`config.mk`:
```
export PLATFORM = sky130hd
export DESIGN_NAME = uart_cmd_rx
export DESIGN_NICKNAME = d
export VERILOG_FILES = /design/src/rtl/uart_cmd_rx_pkg.sv /design/src/rtl/uart_rx.sv /design/src/rtl/uart_cmd_rx.sv
export SDC_FILE = /design/constraint.sdc
export NUM_CORES = 1
export LEC_CHECK = 0
export CORE_MARGIN = 1.5
export CORE_UTILIZATION = 51
export CTS_CLUSTER_SIZE = 16
export DETAILED_ROUTE_END_ITERATION = 10
export GPL_ROUTABILITY_DRIVEN = 0
export PLACE_DENSITY = 0.84
export SKIP_CTS_REPAIR_TIMING = 1
export SLEW_MARGIN = 0
export SYNTH_ARGS = -nofsm -noshare
export SYNTH_HDL_FRONTEND = slang
export SYNTH_SLANG_ARGS = --single-unit
```
`constraint.sdc`:
```
create_clock -name clk -period 2 [get_ports clk]
set_input_delay 0.4 -clock clk [delete_from_list [all_inputs] [get_ports clk]]
set_output_delay 0.4 -clock clk [all_outputs]
set_load 0.03 [all_outputs]
```
`src/rtl/uart_cmd_rx_pkg.sv`:
```
// Shared constants, state encodings and helpers for the UART command receiver.
package uart_cmd_rx_pkg;

    localparam logic [7:0]  CMD_START  = 8'h53;
    localparam logic [7:0]  CMD_PAUSE  = 8'h50;
    localparam logic [7:0]  CMD_MASK   = 8'h4D;
    localparam logic [7:0]  CR         = 8'h0D;
    localparam logic [7:0]  LF         = 8'h0A;
    localparam logic [12:0] MASK_RESET = 13'h1FFF;

    localparam int unsigned MASK_W     = 13;
    localparam int unsigned DIGIT_W    = 3;
    localparam int unsigned MAX_DIGITS = 4;

    typedef enum logic [1:0] {
        RX_IDLE,
        RX_START,
        RX_DATA,
        RX_STOP
    } rx_state_e;

    typedef enum logic {
        C_IDLE,
        C_MASK
    } cmd_state_e;

    typedef struct packed {
        logic       ok;
        logic [3:0] val;
    } hex_t;

    // ASCII hex character to nibble; ok is low for anything that is not a hex digit.
    function automatic hex_t hex_decode(input logic [7:0] c);
        hex_t h;
        h.ok  = 1'b1;
        h.val = 4'd0;
        if (c >= 8'h30 && c <= 8'h39) begin
            h.val = 4'(c - 8'h30);
        end else if (c >= 8'h41 && c <= 8'h46) begin
            h.val = 4'(c - 8'h37);
        end else if (c >= 8'h61 && c <= 8'h66) begin
            h.val = 4'(c - 8'h57);
        end else begin
            h.ok = 1'b0;
        end
        return h;
    endfunction

endpackage

```
`src/rtl/uart_rx.sv`:
```
// 8N1 UART receiver: rx synchroniser, 16x oversampling tick generator and
// receive FSM with registered byte/done/framing-error outputs.
module uart_rx
    import uart_cmd_rx_pkg::*;
#(
    parameter int unsigned DBIT     = 8,
    parameter int unsigned SB_TICK  = 16,
    parameter int unsigned DVSR     = 212,
    parameter int unsigned DVSR_BIT = 9
) (
    input  logic            clk,
    input  logic            rst,
    input  logic            rx,
    output logic [DBIT-1:0] dout,
    output logic            rx_done,
    output logic            frame_err
);

    localparam int unsigned NW = (DBIT > 1) ? $clog2(DBIT) : 1;

    logic [1:0]          sync_q;
    logic                rx_s;
    logic [DVSR_BIT-1:0] cnt_q, cnt_d;
    logic                tick_c;

    rx_state_e           state_q, state_d;
    logic [3:0]          s_q, s_d;
    logic [NW-1:0]       n_q, n_d;
    logic [DBIT-1:0]     b_q, b_d;
    logic [DBIT-1:0]     dout_q, dout_d;
    logic                done_q, done_d;
    logic                ferr_q, ferr_d;

    assign rx_s   = sync_q[1];
    assign tick_c = (cnt_q == DVSR_BIT'(DVSR - 1));
    assign cnt_d  = tick_c ? '0 : cnt_q + DVSR_BIT'(1);

    // Receive FSM next state; mid-start-bit check rejects short glitches.
    always_comb begin
        state_d = state_q;
        s_d     = s_q;
        n_d     = n_q;
        b_d     = b_q;
        dout_d  = dout_q;
        done_d  = 1'b0;
        ferr_d  = 1'b0;
        case (state_q)
            RX_IDLE: begin
                if (!rx_s) begin
                    state_d = RX_START;
                    s_d     = 4'd0;
                end
            end
            RX_START: begin
                if (tick_c) begin
                    if (s_q == 4'd7) begin
                        if (!rx_s) begin
                            state_d = RX_DATA;
                            s_d     = 4'd0;
                            n_d     = '0;
                        end else begin
                            state_d = RX_IDLE;
                        end
                    end else begin
                        s_d = s_q + 4'd1;
                    end
                end
            end
            RX_DATA: begin
                if (tick_c) begin
                    if (s_q == 4'd15) begin
                        s_d = 4'd0;
                        b_d = {rx_s, b_q[DBIT-1:1]};
                        if (n_q == NW'(DBIT - 1)) begin
                            state_d = RX_STOP;
                        end else begin
                            n_d = n_q + NW'(1);
                        end
                    end else begin
                        s_d = s_q + 4'd1;
                    end
                end
            end
            RX_STOP: begin
                if (tick_c) begin
                    if (s_q == 4'(SB_TICK - 1)) begin
                        if (rx_s) begin
                            dout_d = b_q;
                            done_d = 1'b1;
                        end else begin
                            ferr_d = 1'b1;
                        end
                        state_d = RX_IDLE;
                    end else begin
                        s_d = s_q + 4'd1;
                    end
                end
            end
            default: state_d = RX_IDLE;
        endcase
    end

    always_ff @(posedge clk) begin
        if (!rst) begin
            sync_q  <= 2'b11;
            cnt_q   <= '0;
            state_q <= RX_IDLE;
            s_q     <= 4'd0;
            n_q     <= '0;
            b_q     <= '0;
            dout_q  <= '0;
            done_q  <= 1'b0;
            ferr_q  <= 1'b0;
        end else begin
            sync_q  <= {sync_q[0], rx};
            cnt_q   <= cnt_d;
            state_q <= state_d;
            s_q     <= s_d;
            n_q     <= n_d;
            b_q     <= b_d;
            dout_q  <= dout_d;
            done_q  <= done_d;
            ferr_q  <= ferr_d;
        end
    end

    assign dout      = dout_q;
    assign rx_done   = done_q;
    assign frame_err = ferr_q;

endmodule

```
`src/rtl/uart_cmd_rx.sv`:
```
// Host command receiver: decodes S / P / M<hex>CR commands from the UART
// into a streaming enable and a 13-bit channel mask.
module uart_cmd_rx
    import uart_cmd_rx_pkg::*;
#(
    parameter int unsigned DBIT     = 8,
    parameter int unsigned SB_TICK  = 16,
    parameter int unsigned DVSR     = 212,
    parameter int unsigned DVSR_BIT = 9
) (
    input  logic              clk,
    input  logic              rst,
    input  logic              rx,
    output logic [DBIT-1:0]   rx_data,
    output logic              rx_valid,
    output logic              frame_err,
    output logic              stream_en,
    output logic [MASK_W-1:0] ch_mask,
    output logic              cmd_ack,
    output logic              cmd_err
);

    logic [DBIT-1:0] rx_byte;
    logic            rx_done_w;
    logic            ferr_w;
    logic [7:0]      byte_c;
    hex_t            hex_c;

    cmd_state_e         cstate_q, cstate_d;
    logic               stream_q, stream_d;
    logic [MASK_W-1:0]  mask_q, mask_d;
    logic [MASK_W-1:0]  shadow_q, shadow_d;
    logic [DIGIT_W-1:0] digits_q, digits_d;
    logic               ack_q, ack_d;
    logic               err_q, err_d;

    uart_rx #(
        .DBIT     (DBIT),
        .SB_TICK  (SB_TICK),
        .DVSR     (DVSR),
        .DVSR_BIT (DVSR_BIT)
    ) u_rx (
        .clk       (clk),
        .rst       (rst),
        .rx        (rx),
        .dout      (rx_byte),
        .rx_done   (rx_done_w),
        .frame_err (ferr_w)
    );

    assign byte_c = 8'(rx_byte);
    assign hex_c  = hex_decode(byte_c);

    // Command FSM; the shadow keeps only the low 13 bits of up to four digits.
    always_comb begin
        cstate_d = cstate_q;
        stream_d = stream_q;
        mask_d   = mask_q;
        shadow_d = shadow_q;
        digits_d = digits_q;
        ack_d    = 1'b0;
        err_d    = 1'b0;
        case (cstate_q)
            C_IDLE: begin
                if (rx_done_w) begin
                    case (byte_c)
                        CMD_START: stream_d = 1'b1;
                        CMD_PAUSE: stream_d = 1'b0;
                        CMD_MASK: begin
                            cstate_d = C_MASK;
                            shadow_d = '0;
                            digits_d = '0;
                        end
                        CR, LF: ;
                        default: err_d = 1'b1;
                    endcase
                end
            end
            C_MASK: begin
                if (rx_done_w) begin
                    cstate_d = C_IDLE;
                    if (hex_c.ok) begin
                        if (digits_q == DIGIT_W'(MAX_DIGITS)) begin
                            err_d = 1'b1;
                        end else begin
                            cstate_d = C_MASK;
                            shadow_d = {shadow_q[MASK_W-5:0], hex_c.val};
                            digits_d = digits_q + DIGIT_W'(1);
                        end
                    end else if (byte_c == CR && digits_q != '0) begin
                        mask_d = shadow_q;
                        ack_d  = 1'b1;
                    end else begin
                        err_d = 1'b1;
                    end
                end else if (ferr_w) begin
                    cstate_d = C_IDLE;
                    err_d    = 1'b1;
                end
            end
            default: cstate_d = C_IDLE;
        endcase
    end

    always_ff @(posedge clk) begin
        if (!rst) begin
            cstate_q <= C_IDLE;
            stream_q <= 1'b0;
            mask_q   <= MASK_RESET;
            shadow_q <= '0;
            digits_q <= '0;
            ack_q    <= 1'b0;
            err_q    <= 1'b0;
        end else begin
            cstate_q <= cstate_d;
            stream_q <= stream_d;
            mask_q   <= mask_d;
            shadow_q <= shadow_d;
            digits_q <= digits_d;
            ack_q    <= ack_d;
            err_q    <= err_d;
        end
    end

    assign rx_data   = rx_byte;
    assign rx_valid  = rx_done_w;
    assign frame_err = ferr_w;
    assign stream_en = stream_q;
    assign ch_mask   = mask_q;
    assign cmd_ack   = ack_q;
    assign cmd_err   = err_q;

endmodule
```
==> flow_summary.yaml <==
setup_path:
  cp_num_buf_inv: 0
  cp_data_required_time_ns: 2.29
  ff2ff_path_depth: 5
  critPathKind: "reg2reg"
  slowest_stage: "or4b_4"
  max_stage_delay_ns: 0.60
  critPathMaxFanout: 6
  cp-start-kind: "flip-flop"
  endpoint_kind: "flip-flop"
  timing.critical_path.max_delay_family: "simple AND/OR/NAND/NOR gates"
  cp_cell_sequence: "or4b_4 > nor2_8 > a41oi_4 > or4_1 > a21oi_1"
  arrival_ns: 2.28
  critical_path_depth: 5
final_layout:
  num-fill-cells: 447
  syn_to_final_growth_pct: 30.6
  seq_area_sq_mm: 0.00144
  finalNonFillerCells: 486
  antennaDiodeCount: 0
  drive_gt1_frac: 0.202
  finalNetCount: 425
  multiInputGateArea_sq_mm: 0.00173
yosys:
  synth_nets: 368
  synthAdderAreaFrac: 0.0634
  yosys.area_share.simple: 0.225
  synth_top_family_by_area: "simple AND/OR/NAND/NOR gates"
  yosysWarnings: 0
  syn_avg_cell_area_sq_um: 9.05
  ys.flop_type: "dfxtp_1"
  synth-seq-cells: 71
  synthArstFlopShare: 0
  synth-xor-area-share: 0.0222
  synthMuxAreaShare: 0.0634
  synth_seq_area_share: 0.450
  synth-edff-count: 0
  synth_area_sq_mm: 0.00316
  syn_inst: 349
  synth_cell_types: 56
  synth_compound_area_frac: 0.141
floorplanning:
  io_pins: 29
  fp.dieArea_sq_mm: 0.00667
  coreArea_sq_mm: 0.00596
  dieWidth_um: 81.7
  start_util: 0.530
  fp.dieH_um: 81.7
  rows: 28
outcome:
  outcome: "complete, no violations"
clock_network:
  cts.root.buffer_cell: "clkbuf_8"
  clock-sinks: 71
  numCtsBuffers: 9
  htreeDepth: 3
  clkSlewWorstSetupHoldPaths_ns: 0.08
  cts_tree: "built"
  ctsLongestPathBuffers: 2
  clk_latency_ns: 0.36
placed_design:
  hpwl_um: 4730
  numPortBuffers: 28
  dp.cells: 462
pwr:
  pwr-share-seq: 0.468
  pwr-share-clk: 0.422
  p_leak_nw: 1.78
  power_w: 0.00310
  p_int_w: 0.00229
  power_switching_w: 0.000807
  power_density_mw_per_mm2: 751
  ir_worst_vdd_mv: 0.461
  p_comb_frac: 0.110
  swShare: 0.260
route:
  routed_via_density: 5.77
  wl_per_cell_um: 15.4
  firstDrtPassIters: 5
  ant_nets: 0
  wl_um: 7470
  via_count: 2805
  drt_iter0_markers: 162
  highest_layer: "met4"
  wl_met3_um: 292
  drcViolationCount: 0
  wl_met2_um: 3810
  wl_met1_um: 3130
global_routing:
  grt_pass1_wl_um: 11800
  overflow: 0
  grt_pass1_vias: 2571
  grt_max_degree: 39
  grt_util_all_layers: 0.230
  antenna_found_initial: 0
sta:
  tightestPinTransition_ns: 0.553
  period_share: 0.999
  finalHoldViolations: 0
  setup_violations: 0
  period_minus_slack_ns: 2.00
  fmax_mhz: 500
  drv_slew: 0
  slew_headroom: 0.629
  rsz0062_at_grt: "yes"
  holdWs_ns: 0.414
  finClkSkew_ns: 0.00968
worst_hold_path:
  hold_depth: 1
  hold_path_class: "reg2reg"
flow_run:
  drv_cap: 0
kinds of logic after synthesis:
kind of cell	after synthesis
and+or+nand+nor	145
DFF	71
AOI/OAI and AO/OA	61
buffers and inverters	28
muxes	20
adders and majority gates	16
xor gates and xnor gates	8
cells in the mapped netlist (2+ instances only):
cell type / n / area (sq um)
mux2i_1: 20 / 200
a211oi_1: 5 / 37.5
nor2_1: 36 / 135
and2_1: 2 / 12.5
dfxtp_1: 71 / 1420
xor2_1: 6 / 52.6
or4_1: 2 / 15.0
nor3_1: 4 / 20.0
ha_1: 16 / 200
o32ai_1: 5 / 43.8
nand2_1: 51 / 191
xnor2_1: 2 / 17.5
o22ai_1: 10 / 62.6
buf_2: 3 / 15.0
nand3_1: 23 / 115
and3_1: 4 / 25.0
clkbuf_1: 12 / 45.0
o311ai_0: 2 / 17.5
inv_1: 11 / 41.3
nor4b_1: 2 / 17.5
nand3b_1: 2 / 15.0
nand4_1: 5 / 31.3
o21ai_1: 3 / 15.0
o21ai_0: 9 / 45.0
a21o_1: 2 / 15.0
a21oi_1: 10 / 50.1
nand2b_1: 2 / 12.5
area by class of cell:
class,count,area share
multi-input cells,250,0.420
flip-flops and latches,71,0.349
repair buffers,62,0.141
clock buffers,9,0.0300
clock inverters,7,0.0252
well taps,75,0.0227
inverters,12,0.0121
worst paths after layout:
kind | endpoint | slack (ns) | start
setup / recovery | u_rx.n_q[0] | 0.001 | u_rx.cnt_q[3]
hold / removal | u_rx.sync_q[1] | 0.41 | u_rx.sync_q[0]
setup reg to reg | u_rx.n_q[0] | 0.001 | u_rx.cnt_q[3]
hold reg to reg | u_rx.sync_q[1] | 0.41 | u_rx.sync_q[0]
state kept, by name, summed over array words and instances, names as in the netlist, named ones only:
| signal | cells |
|---|---|
| u_rx.frame_err | 1 |
| u_rx.b_q | 8 |
| shadow_q | 13 |
| u_rx.s_q | 4 |
| u_rx.sync_q | 2 |
| stream_en | 1 |
| digits_q | 3 |
| u_rx.n_q | 3 |
| cstate_q | 1 |
| u_rx.state_q | 1 |
| ch_mask | 13 |
| u_rx.rx_done | 1 |
| u_rx.cnt_q | 9 |
| u_rx.dout | 8 |
| cmd_ack | 1 |
| cmd_err | 1 |
layer usage:
layer | GRT usage | vias up
met2 | 0.397 | 75
met5 | 0 | -
met1 | 0.277 | 1340
li1 | - | 1364
met3 | 0.0378 | 26
met4 | 0.114 | 0
cell usage in the layout (no fill, tap or decap), drive strengths merged, types with 5 or more instances in the layout:
cell type      Yosys  layout
dfxtp             71      71
nand2             51      51
nor2              37      37
buf                4      33
clkdlybuf4s50      0      26
nand3             23      23
mux2i             20      20
ha                16      16
inv               11      14
o21ai             12      12
o22ai             10      10
a21oi             10      10
clkbuf            12      10
xor2               6       6
nand4              5       5
a211oi             5       5
o32ai              5       5
power groups by stage:
| stage | Sequential [W] | Clock (W) | Combinational (W) |
|---|---|---|---|
| 2_1_floorplan | 0.00148 | 0 | 0.000210 |
| 3_3_place_gp | 0.00148 | 0 | 0.000285 |
| 3_5_place_dp | 0.00148 | 0 | 0.000299 |
| 4_1_cts | 0.00145 | 0.00133 | 0.000301 |
| 5_1_grt | 0.00145 | 0.00139 | 0.000381 |
| 6_report | 0.00145 | 0.00131 | 0.000341 |
stage by stage:
step / instance area (sq um) / setup WS, ns / setup TNS [ns] / utilization
after global routing: 4130 / -0.0408 / -0.206 / 0.693
after floorplan: 3200 / 0.000145 / 0 / -
after detailed placement: 3720 / -0.0135 / -0.0135 / 0.625
after global placement: 3720 / 0.0524 / 0 / 0.625
after CTS: 3950 / -0.0832 / -0.157 / 0.663
final: 4130 / 0.00107 / 0 / 0.693
worst register-to-register path, stage by stage (launching register included):
cell,delay (ns)
dfxtp_2,0.34
or4b_4,0.60
nor2_8,0.16
a41oi_4,0.15
or4_1,0.51
a21oi_1,0.17
No activity file was read; power rests on OpenSTA's default activity.
